==> src/rtl/serial_7in_framer_pkg.sv <==
// Shared sizing constants and bit-placement helper for the 7-bit serial framer.
package serial_7in_framer_pkg;

    localparam int              FRAME_BITS = 7;
    localparam int              CNT_W      = 3;
    localparam logic [CNT_W-1:0] CNT_FULL  = 3'd7;

    // Shift-register slot for the k-th accepted bit; sh[6] drives output a.
    function automatic logic [CNT_W-1:0] bit_pos(input logic [CNT_W-1:0] cnt,
                                                  input logic            msb_first);
        return msb_first ? (CNT_FULL - 3'd1 - cnt) : cnt;
    endfunction

endpackage

==> src/rtl/serial_7in_framer_if.sv <==
// Serial-in / parallel-frame-out handshake bundle between producer, framer and ones-counter.
interface serial_7in_framer_if;

    logic clear;
    logic sin;
    logic sin_valid;
    logic sin_ready;
    logic a, b, c, d, e, f, g;
    logic frame_valid;
    logic out_ready;

    modport master (
        input  clear, sin, sin_valid, out_ready,
        output sin_ready, a, b, c, d, e, f, g, frame_valid
    );

    modport slave (
        output clear, sin, sin_valid, out_ready,
        input  sin_ready, a, b, c, d, e, f, g, frame_valid
    );

endinterface

==> src/rtl/serial_7in_framer.sv <==
// Assembles a serial bit stream into 7-bit frames held on a..g for the ones-counter.
module serial_7in_framer
    import serial_7in_framer_pkg::*;
#(
    parameter bit MSB_FIRST = 1'b1
) (
    input  logic                clk,
    input  logic                rst_n,
    serial_7in_framer_if.master fi
);

    logic [FRAME_BITS-1:0] sh;
    logic [FRAME_BITS-1:0] outr;
    logic [CNT_W-1:0]      cnt;
    logic                  fv;

    logic                  full;
    logic                  accept;
    logic                  xfer;
    logic                  xfer_go;
    logic [CNT_W-1:0]      pos;

    assign full    = (cnt == CNT_FULL);
    assign accept  = fi.sin_valid && !full;
    assign xfer    = full && (!fv || fi.out_ready);
    // clear beats transfer: a flushed frame must never reach the output slot
    assign xfer_go = xfer && !fi.clear;
    assign pos     = bit_pos(cnt, MSB_FIRST);

    always_ff @(posedge clk or negedge rst_n) begin
        if (!rst_n) begin
            sh   <= '0;
            outr <= '0;
            cnt  <= '0;
            fv   <= 1'b0;
        end else begin
            if (fi.clear) begin
                sh  <= '0;
                cnt <= '0;
            end else if (xfer) begin
                outr <= sh;
                sh   <= '0;
                cnt  <= '0;
            end else if (accept) begin
                sh[pos] <= fi.sin;
                cnt     <= cnt + 3'd1;
            end

            // a transfer refills the slot in the same edge it is consumed
            if (xfer_go)
                fv <= 1'b1;
            else if (fv && fi.out_ready)
                fv <= 1'b0;
        end
    end

    assign fi.sin_ready   = !full;
    assign fi.frame_valid = fv;
    assign {fi.a, fi.b, fi.c, fi.d, fi.e, fi.f, fi.g} = outr;

endmodule

==> src/flat_wrapper.sv <==
// flat-port wrapper written by rule: the top's interface ports become plain ports
module serial_7in_framer_flat import serial_7in_framer_pkg::*;
#(
    parameter bit MSB_FIRST = 1'b1
)
  (clk, rst_n, fi_clear, fi_sin, fi_sin_valid, fi_out_ready, fi_sin_ready, fi_a, fi_b, fi_c, fi_d, fi_e, fi_f, fi_g, fi_frame_valid);
  serial_7in_framer_if fi_i ();
  input  logic clk;
  input  logic rst_n;
  input wire logic [$bits(fi_i.clear)-1:0] fi_clear;
  input wire logic [$bits(fi_i.sin)-1:0] fi_sin;
  input wire logic [$bits(fi_i.sin_valid)-1:0] fi_sin_valid;
  input wire logic [$bits(fi_i.out_ready)-1:0] fi_out_ready;
  output wire logic [$bits(fi_i.sin_ready)-1:0] fi_sin_ready;
  output wire logic [$bits(fi_i.a)-1:0] fi_a;
  output wire logic [$bits(fi_i.b)-1:0] fi_b;
  output wire logic [$bits(fi_i.c)-1:0] fi_c;
  output wire logic [$bits(fi_i.d)-1:0] fi_d;
  output wire logic [$bits(fi_i.e)-1:0] fi_e;
  output wire logic [$bits(fi_i.f)-1:0] fi_f;
  output wire logic [$bits(fi_i.g)-1:0] fi_g;
  output wire logic [$bits(fi_i.frame_valid)-1:0] fi_frame_valid;
  assign fi_i.clear = fi_clear;
  assign fi_i.sin = fi_sin;
  assign fi_i.sin_valid = fi_sin_valid;
  assign fi_i.out_ready = fi_out_ready;
  assign fi_sin_ready = fi_i.sin_ready;
  assign fi_a = fi_i.a;
  assign fi_b = fi_i.b;
  assign fi_c = fi_i.c;
  assign fi_d = fi_i.d;
  assign fi_e = fi_i.e;
  assign fi_f = fi_i.f;
  assign fi_g = fi_i.g;
  assign fi_frame_valid = fi_i.frame_valid;
  serial_7in_framer #(.MSB_FIRST(MSB_FIRST)) u_core (.clk(clk), .rst_n(rst_n), .fi(fi_i));
endmodule
==> config.mk <==
export PLATFORM = sky130hd
export DESIGN_NAME = serial_7in_framer_flat
export DESIGN_NICKNAME = d
export VERILOG_FILES = /design/src/rtl/serial_7in_framer_pkg.sv /design/src/rtl/serial_7in_framer_if.sv /design/src/rtl/serial_7in_framer.sv /design/src/flat_wrapper.sv
export SDC_FILE = /design/constraint.sdc
export NUM_CORES = 1
export LEC_CHECK = 0
export CORE_MARGIN = 2
export CORE_UTILIZATION = 48
export CTS_CLUSTER_DIAMETER = 120
export DETAILED_ROUTE_END_ITERATION = 16
export HOLD_SLACK_MARGIN = 0.03
export PLACE_DENSITY = 0.76
export RECOVER_POWER = 100
export SYNTH_ARGS = -nofsm -noshare
export SYNTH_HDL_FRONTEND = slang
export SYNTH_SLANG_ARGS = --single-unit
==> constraint.sdc <==
create_clock -name clk -period 2.1 [get_ports clk]
set_clock_uncertainty 0.15 [all_clocks]
set_input_delay 0.42 -clock clk [delete_from_list [all_inputs] [get_ports clk]]
set_output_delay 0.42 -clock clk [all_outputs]
set_load 0.01 [all_outputs]
; Word-level counts from Yosys, hierarchy flattened
; Index checks and enable logic that the tools add are counted.
[word_totals]
ff_bits = 18
latch_bits = 0
ramBits = 0
rom_bits = 0
output_inout_bits = 9
memories = 0
[op_classes]
add_sub_neg = 2
n_mul = 0
n_div = 0
n_lt_le_gt_ge = 2
n_eq_ne = 1
n_shift = 0
n_mux = 11
bitwise = 1
n_reduce_logical = 12
[ops]
columns = operator, count
row1 = two-way mux 7 bit, 3
row2 = two-way mux 3 bit, 3
row3 = bitwise mux 7 bit, 1
row4 = logical AND 1 bit, 5
row5 = "< comparator 3 x 4 -> 1 bit, second input constant", 1
row6 = "adder 3 x 1 -> 3 bit, second input constant", 1
row7 = demux 1 bit (select 3 bit), 1
row8 = "== test 3 bit, second input constant", 1
row9 = "greater-or-equal comparator 3 x 1 -> 1 bit, second input constant", 1
row10 = zero test 1 bit, 3
row11 = two-way mux 1 bit, 3
row12 = nonzero test 3 bit, 1
row13 = "subtractor 3 bit, first input constant", 1
row14 = AND reduction 2 bit, 1
row15 = nonzero test 2 bit, 1
row16 = logical OR 1 bit, 1
row17 = inverter 1 bit, 1

; Depth between registers and ports, before layout
; Gate-level depths: netlist (run 1).
[logic_depth]
depth_word = 9
mapped_depth = 6
ltp_nobuf = 5

; Least setup slack after synthesis (run 1)
; Ideal clock, no wire load.
[synth_path]
path_type = reg2reg
startpoint = reg u_core.cnt[0]
endpoint = reg u_core.outr[0]
arrival_time_ns = 1.654
t_required_ns = 1.825
slack_ns = 0.171
stages_incl_launch_ff = 7
path_cell_list = dfrtp_1 ha_1 ha_1 inv_2 or3_1 buf_6 mux2_4
[synth_via]
elab_chain_len = 3
[synth_lines]
columns = item, line_no
row1 = start: declaration, serial_7in_framer.sv:14  ; logic [CNT_W-1:0] cnt;
row2 = start signal: assignment, serial_7in_framer.sv:46  ; cnt <= cnt + 3'd1;
row3 = == test 3 bit, serial_7in_framer.sv:23  ; assign full = (cnt == CNT_FULL);
row4 = logical AND 1 bit, serial_7in_framer.sv:25  ; assign xfer = full && (!fv || fi.out_ready);
row5 = AND reduction 2 bit (no source line), --
row6 = end signal: assignment, serial_7in_framer.sv:41  ; outr <= sh;
row7 = end: declaration, serial_7in_framer.sv:13  ; logic [FRAME_BITS-1:0] outr;
; Every way passes these cells.
; A chain may end at the register's enable or synchronous reset.

; Worst setup path in the final report (run 1)
[layout_path]
startpoint = reg u_core.cnt[1]
endpoint = out fi_sin_ready
[layout_via]
elab_chain_len = 2
[layout_lines]
columns = item, line_no
row1 = == test 3 bit, serial_7in_framer.sv:23
row2 = zero test 1 bit, serial_7in_framer.sv:57  ; assign fi.sin_ready = !full;
row3 = end: declaration, flat_wrapper.sv:14  ; output wire logic [$bits(fi_i.sin_ready)-1:0] fi_sin_ready;
; Every way passes these cells.

==> results of run 1 <==
synthesized netlist by cell type (all sizes together), types with 2 or more instances:
cell and count:
dfrtp 18, mux2 8, a21oi 5, nor2b 5
ha 3, mux2i 3, o21ai 3, inv 2
nand2 2, nand2b 2, nand3 2, nand4 2
nor4b 2, o31ai 2, o41ai 2, or4 2
xnor2 2
cells in the final DEF (no fill, tap or decap), types with 2 or more instances in the layout:
| cell type | count |
|---|---|
| ha_1 | 3 |
| o31ai_1 | 2 |
| or4_1 | 2 |
| mux2_4 | 7 |
| mux2i_1 | 3 |
| nand4_1 | 2 |
| nand3_1 | 2 |
| clkbuf_4 | 3 |
| nand2b_1 | 2 |
| nand2_1 | 2 |
| nor4b_1 | 2 |
| o41ai_1 | 2 |
| clkbuf_2 | 2 |
| xnor2_1 | 2 |
| nor2b_1 | 5 |
| dfrtp_1 | 18 |
| a21oi_1 | 5 |
| dlygate4sd3_1 | 9 |
| o21ai_0 | 3 |
| buf_4 | 3 |
| clkdlybuf4s50_1 | 4 |
cell type report:
class / count / area share (%)
clock buffer: 3 / 1.99
multi-input combinational: 53 / 39.2
timing repair buffer: 20 / 15.6
inverter: 2 / 0.664
sequential: 18 / 39.8
tap: 25 / 2.77
cell families (layout without fill, tap and decap cells):
logic type	count (synthesis)	in the layout	synth area share (%)
DFF	18	18	49.5
muxes	11	11	16.1
AOI/OAI and AO/OA	15	15	10.6
xor gates and xnor gates	3	3	2.89
and+or+nand+nor	21	21	14.4
adders and majority gates	3	3	4.12
buffers and inverters	4	25	2.47
where the power goes:
| group | switching, mW | internal [mW] |
|---|---|---|
| Clock | 0.103 | 0.0667 |
| Sequential | 0.00557 | 0.354 |
| Combinational | 0.0446 | 0.0303 |
metrics by stage:
| step | utilization (%) | hold WS, ns |
|---|---|---|
| final | 64.1 | 0.361 |
| after global routing | 64.1 | 0.380 |
| after CTS | 64.3 | 0.309 |
| after detailed placement | 63.0 | 0.344 |
| after global placement | 63.0 | 0.336 |
| after floorplan | - | -0.0256 |
timing repair:
item                                    in CTS  in global routing
endpoints found under the setup margin       1                  2
hold buffers                                 0                  0
resized for setup                            1                  2
endpoints found under the hold margin        0                  0
worst paths after layout:
path                                              end  slack (ns)  cells past startpoint
min in group asynchronous   u_core.cnt[1]$_DFFE_PN0P_        0.63                      2
setup reg to reg           u_core.outr[5]$_DFFE_PN0P_        0.10                      6
hold reg to reg            u_core.outr[2]$_DFFE_PN0P_        0.36                      1
setup / recovery                         fi_sin_ready        0.09                      4
max in group asynchronous    u_core.sh[5]$_DFFE_PN0P_        0.59                      2
hold / removal             u_core.outr[2]$_DFFE_PN0P_        0.36                      1
flip-flops by register name (all words and copies together) (netlist names):
signal,flops
u_core.outr,7
u_core.sh,7
u_core.cnt,3
u_core.fi.frame_valid,1
routing by layer:
metal | vias up | global-route usage, % | routed length [um]
li1 | 321 | - | -
met1 | 313 | 25.6 | 794
met2 | 25 | 28.1 | 804
met3 | 5 | 3.40 | 73
met4 | 0 | 6.49 | 33
met5 | - | 0 | 0
==> run_results.csv, run 1 <==
group,metric,value,unit
setup_path,path_buf_inv,2,
layout,final_nets,107,
layout,multi_input_area,443,um^2
timing,fin_crit_sh,95.7,%
layout,syn_to_final_growth,24.2,%
clocking,tritoncts,"done",
clocking,numCtsBuffers,3,
yosys,yosysTopAreaCellShare,49.5,%
routing,wl_per_cell,14.1,um
die,fp.dieH,47.6,um
routing,vias,664,
timing,setup_slack,0.0893,ns
global_routing,grt_pass1_wl,2.85,mm
routing,antenna_left,0,
timing,grt_setup_unrepaired,"no",
yosys,synthTopCellsByArea,"dfrtp_1, mux2_4, ha_1",
placement,pre_cts_ws,0.0905,ns
global_routing,overflow,0,
timing,slew_violations,0,
routing,drt_iter0_drc,16,
yosys,synth_edf_count,0,
die,die_area,2260,um^2
layout,antennaDiodeCount,0,
layout,postLayoutCellArea,1130,um^2
setup_path,start_kind,"flop",
yosys,ys_types,29,
setup_path,required,1.53,ns
timing,worstMarginPinSlew,0.953,ns
timing,fmax,0.497,GHz
setup_path,slowest_delay,0.42,ns
setup_path,worstReg2RegStart,"u_core.cnt[1]$_DFFE_PN0P_",
clocking,cts.htree.levels,1,
yosys,yosysTopAreaCell,"dfrtp_1",
pwr,power_density,535,nW/um^2
yosys,yosysSeqAreaShare,49.5,%
timing,finalSetupViolCount,0,
layout,layout-drive-gt1-share,18.8,%
routing,avgViaCountPerCell,5.49,
hold_path,min_path_type,"reg2reg",
setup_path,critPathMaxFanout,5,
yosys,dominantRegCellSynth,"dfrtp_1",
setup_path,cp_top_family,"flip-flops",
layout,stdcell_count,121,
clocking,clockBufferDepth,2,
yosys,ys_ff_latch,18,
yosys,avgSynthCellArea,12.1,um^2
timing,setup_tns,0,ns
setup_path,path_common_cell,"ha_1",
clocking,cts_setup_buffers,0,
hold_path,worstHoldStart,"u_core.outr[2]$_DFFE_PN0P_",
clocking,cts_root_buf,"clkbuf_4",
routing,drc,0,
placement,place_hpwl,1.23,mm
yosys,synth_warnings,0,
routing,dr.pass1.iters,4,
timing,fin_crit,2.01,ns
layout,area.sequential,450,um^2
pwr,finalPower,0.605,mW
global_routing,antenna_found_initial,0,
placement,placed_cells,118,
placement,dpl_cell_area,1110,um^2
global_routing,track_usage,18.2,%
yosys,synth_area,911,um^2
run_status,status,"finished clean",
setup_path,worstPathCellList,"ha_1, ha_1, inv_2, clkdlybuf4s15_1",
setup_path,critPathKind,"reg2out",
run,drv_cap,0,
setup_path,cp.arrival,1.44,ns
setup_path,critPathSlowestCell,"dfrtp_1",
timing,finalHoldViolCount,0,
timing,slew_headroom,36.5,%
die,start_util,51.6,%
setup_path,crit_start,"u_core.cnt[1]$_DFFE_PN0P_",
layout,filler_cell_count,160,
global_routing,grt_start_max_net_pins,19,
clocking,clkSinkCount,18,
pwr,p_leak,0.573,nW
die,io_pins,15,
placement,place_congestion,0.738,
setup_path,end_kind,"output port",
die,core-area,1760,um^2
yosys,synth_cells,75,
die,dieWidth,47.6,um
placement,portBuffers,14,
die,rows,15,
yosys,postSynthNetCount,84,
pwr,peakVddDrop,302,uV
clocking,path_clk_slew,0.10,ns
routing,wl,1.71,mm
global_routing,grt_pass1_vias,647,
clocking,clock_latency,0.29,ns
yosys,ys_async_sr_fraction,100,%
(Power assumes the default switching activity.)
==> inputs of run 2 (changes only) <==
--- a/config.mk
+++ b/config.mk
@@ -12,6 +12,7 @@
 export HOLD_SLACK_MARGIN = 0.03
 export PLACE_DENSITY = 0.76
 export RECOVER_POWER = 100
+export SKIP_CTS_REPAIR_TIMING = 1
 export SYNTH_ARGS = -nofsm -noshare
 export SYNTH_HDL_FRONTEND = slang
 export SYNTH_SLANG_ARGS = --single-unit
==> run 2 against run 1 <==
Net effect: sequential power about the same; power increased by 0.10%; critical path depth is 2 higher.
==> run_results.csv, run 2 (synthesis results as in run 1) <==
group,metric,value,unit
setup_path,worstPathCellList,"ha_1, ha_1, buf_4, nand3b_1, or4_1, a21oi_1",
setup_path,cp_top_family,"simple AND/OR/NAND/NOR gates",
die,fp.dieH,47.6,um
layout,final_nets,107,
pwr,peakVddDrop,302,uV
die,rows,15,
setup_path,slowest_delay,0.43,ns
die,io_pins,15,
clocking,clockBufferDepth,2,
global_routing,grt_pass1_wl,2.85,mm
timing,setup_slack,0.129,ns
timing,fin_crit,1.97,ns
routing,dr_wl_met3,68,um
die,dieWidth,47.6,um
setup_path,critPathMaxFanout,7,
layout,layout-drive-gt1-share,11.5,%
layout,layout_commonest_cell,"dfrtp_1",
layout,filler_cell_count,168,
routing,drc,0,
routing,antenna_left,0,
routing,dr.max_layer_used,"met4",
layout,syn_to_final_growth,22.3,%
global_routing,antenna_found_initial,0,
setup_path,cp.arrival,2.05,ns
die,start_util,51.6,%
timing,finalHoldViolCount,0,
timing,whs,0.342,ns
timing,slew_violations,0,
routing,avgViaCountPerCell,5.42,
clocking,numCtsBuffers,3,
routing,wl,1.72,mm
global_routing,grt_start_max_net_pins,19,
layout,area.sequential,450,um^2
clocking,cts.htree.levels,1,
layout,top_regs,"u_core.outr (7), u_core.sh (7), u_core.cnt (3)",
placement,place_congestion,0.738,
setup_path,path_common_cell,"ha_1",
die,core-area,1760,um^2
setup_path,critPathSlowestCell,"or4_1",
routing,vias,656,
setup_path,critPathKind,"reg2reg",
clocking,clock_latency,0.29,ns
timing,fin_crit_sh,93.8,%
pwr,p_leak,0.556,nW
die,die_area,2260,um^2
timing,setup_tns,0,ns
routing,wl_per_cell,14.2,um
timing,finalSetupViolCount,0,
clocking,clkSinkCount,18,
global_routing,overflow,0,
pwr,finalPower,0.605,mW
setup_path,end_kind,"flop",
layout,final_cell_mix,"dfrtp_1, dlygate4sd3_1, mux2_1, nor2b_1, a21oi_1",
routing,dr.pass1.iters,4,
setup_path,reg2reg_slack,0.13,ns
timing,slew_headroom,35.0,%
setup_path,start_kind,"flop",
layout,multi_input_area,420,um^2
placement,place_hpwl,1.23,mm
global_routing,grt_pass1_vias,647,
timing,fmax,0.507,GHz
layout,antennaDiodeCount,0,
placement,portBuffers,14,
routing,drt_iter0_drc,13,
routing,wl_met2,809,um
global_routing,track_usage,18.2,%
placement,pre_cts_ws,0.0905,ns
hold_path,min_path_type,"reg2reg",
timing,grt_setup_unrepaired,"no",
setup_path,path_buf_inv,1,
clocking,path_clk_slew,0.10,ns
timing,worstMarginPinSlew,0.974,ns
routing,drt-met1-wl,807,um
pwr,power_density,544,nW/um^2
setup_path,required,2.18,ns
clocking,tritoncts,"done",
run,drv_cap,0,
clocking,cts_root_buf,"clkbuf_4",
run_status,status,"finished clean",
## run 2: cell types whose count changed in the layout (fill, tap and decap cells not counted)
cell,change
buf_4,+1
clkbuf_2,-1
clkdlybuf4s15_1,-1
dlymetal6s2s_1,+1
inv_1,+1
inv_2,-1
mux2_1,+6
mux2_4,-6
## run 2: path summary, 6_finish.rpt
check	depth (start not counted)	startpoint	end
setup / recovery	6	u_core.cnt[1]$_DFFE_PN0P_	u_core.sh[0]$_DFFE_PN0P_
hold / removal	1	u_core.sh[3]$_DFFE_PN0P_	u_core.outr[3]$_DFFE_PN0P_
setup reg to reg	6	u_core.cnt[1]$_DFFE_PN0P_	u_core.sh[0]$_DFFE_PN0P_
hold reg to reg	1	u_core.sh[3]$_DFFE_PN0P_	u_core.outr[3]$_DFFE_PN0P_
max in group asynchronous	2	rst_n	u_core.outr[1]$_DFFE_PN0P_
min in group asynchronous	2	rst_n	u_core.sh[4]$_DFFE_PN0P_
## run 2: power breakdown
part / switching (mW) / internal (mW) / leakage [nW]
combinational: 0.0448 / 0.0301 / 0.293
clock: 0.104 / 0.0668 / 0.0138
sequential: 0.00535 / 0.354 / 0.249
## run 2: metrics by stage
| stage | cell area [um^2] | util, % | cells |
|---|---|---|---|
| 2_1_floorplan | 911 | - | 75 |
| 3_3_place_gp | 1110 | 63.0 | 118 |
| 3_5_place_dp | 1110 | 63.0 | 118 |
| 4_1_cts | 1130 | 64.3 | 121 |
| 5_1_grt | 1110 | 63.1 | 121 |
| 6_report | 1110 | 63.1 | 121 |
## run 2: metal layers
layer / vias up / global-route usage (%)
li1: 319 / -
met1: 308 / 25.6
met2: 24 / 28.1
met3: 5 / 3.40
met4: 0 / 6.49
met5: - / 0
## run 2: worst reg2reg max path, cell delays in order, from the launching register on
cell,delay [ns]
dfrtp_1,0.42
ha_1,0.20
ha_1,0.19
buf_4,0.16
nand3b_1,0.22
or4_1,0.43
a21oi_1,0.14
## run 2: final cells by class
| cell class | count | area share (%) |
|---|---|---|
| clock buffer | 3 | 2.02 |
| inverter | 2 | 0.674 |
| multi-input combinational | 53 | 37.8 |
| sequential | 18 | 40.4 |
| tap | 25 | 2.81 |
| timing repair buffer | 20 | 16.3 |
==> inputs of run 3 (changes only) <==
--- a/config.mk
+++ b/config.mk
@@ -5,6 +5,7 @@
 export SDC_FILE = /design/constraint.sdc
 export NUM_CORES = 1
 export LEC_CHECK = 0
+export ABC_AREA = 0
 export CORE_MARGIN = 2
 export CORE_UTILIZATION = 48
 export CTS_CLUSTER_DIAMETER = 120
==> results of run 3 <==
Same layout as run 2: the final DEF is identical, and so are final timing and power.
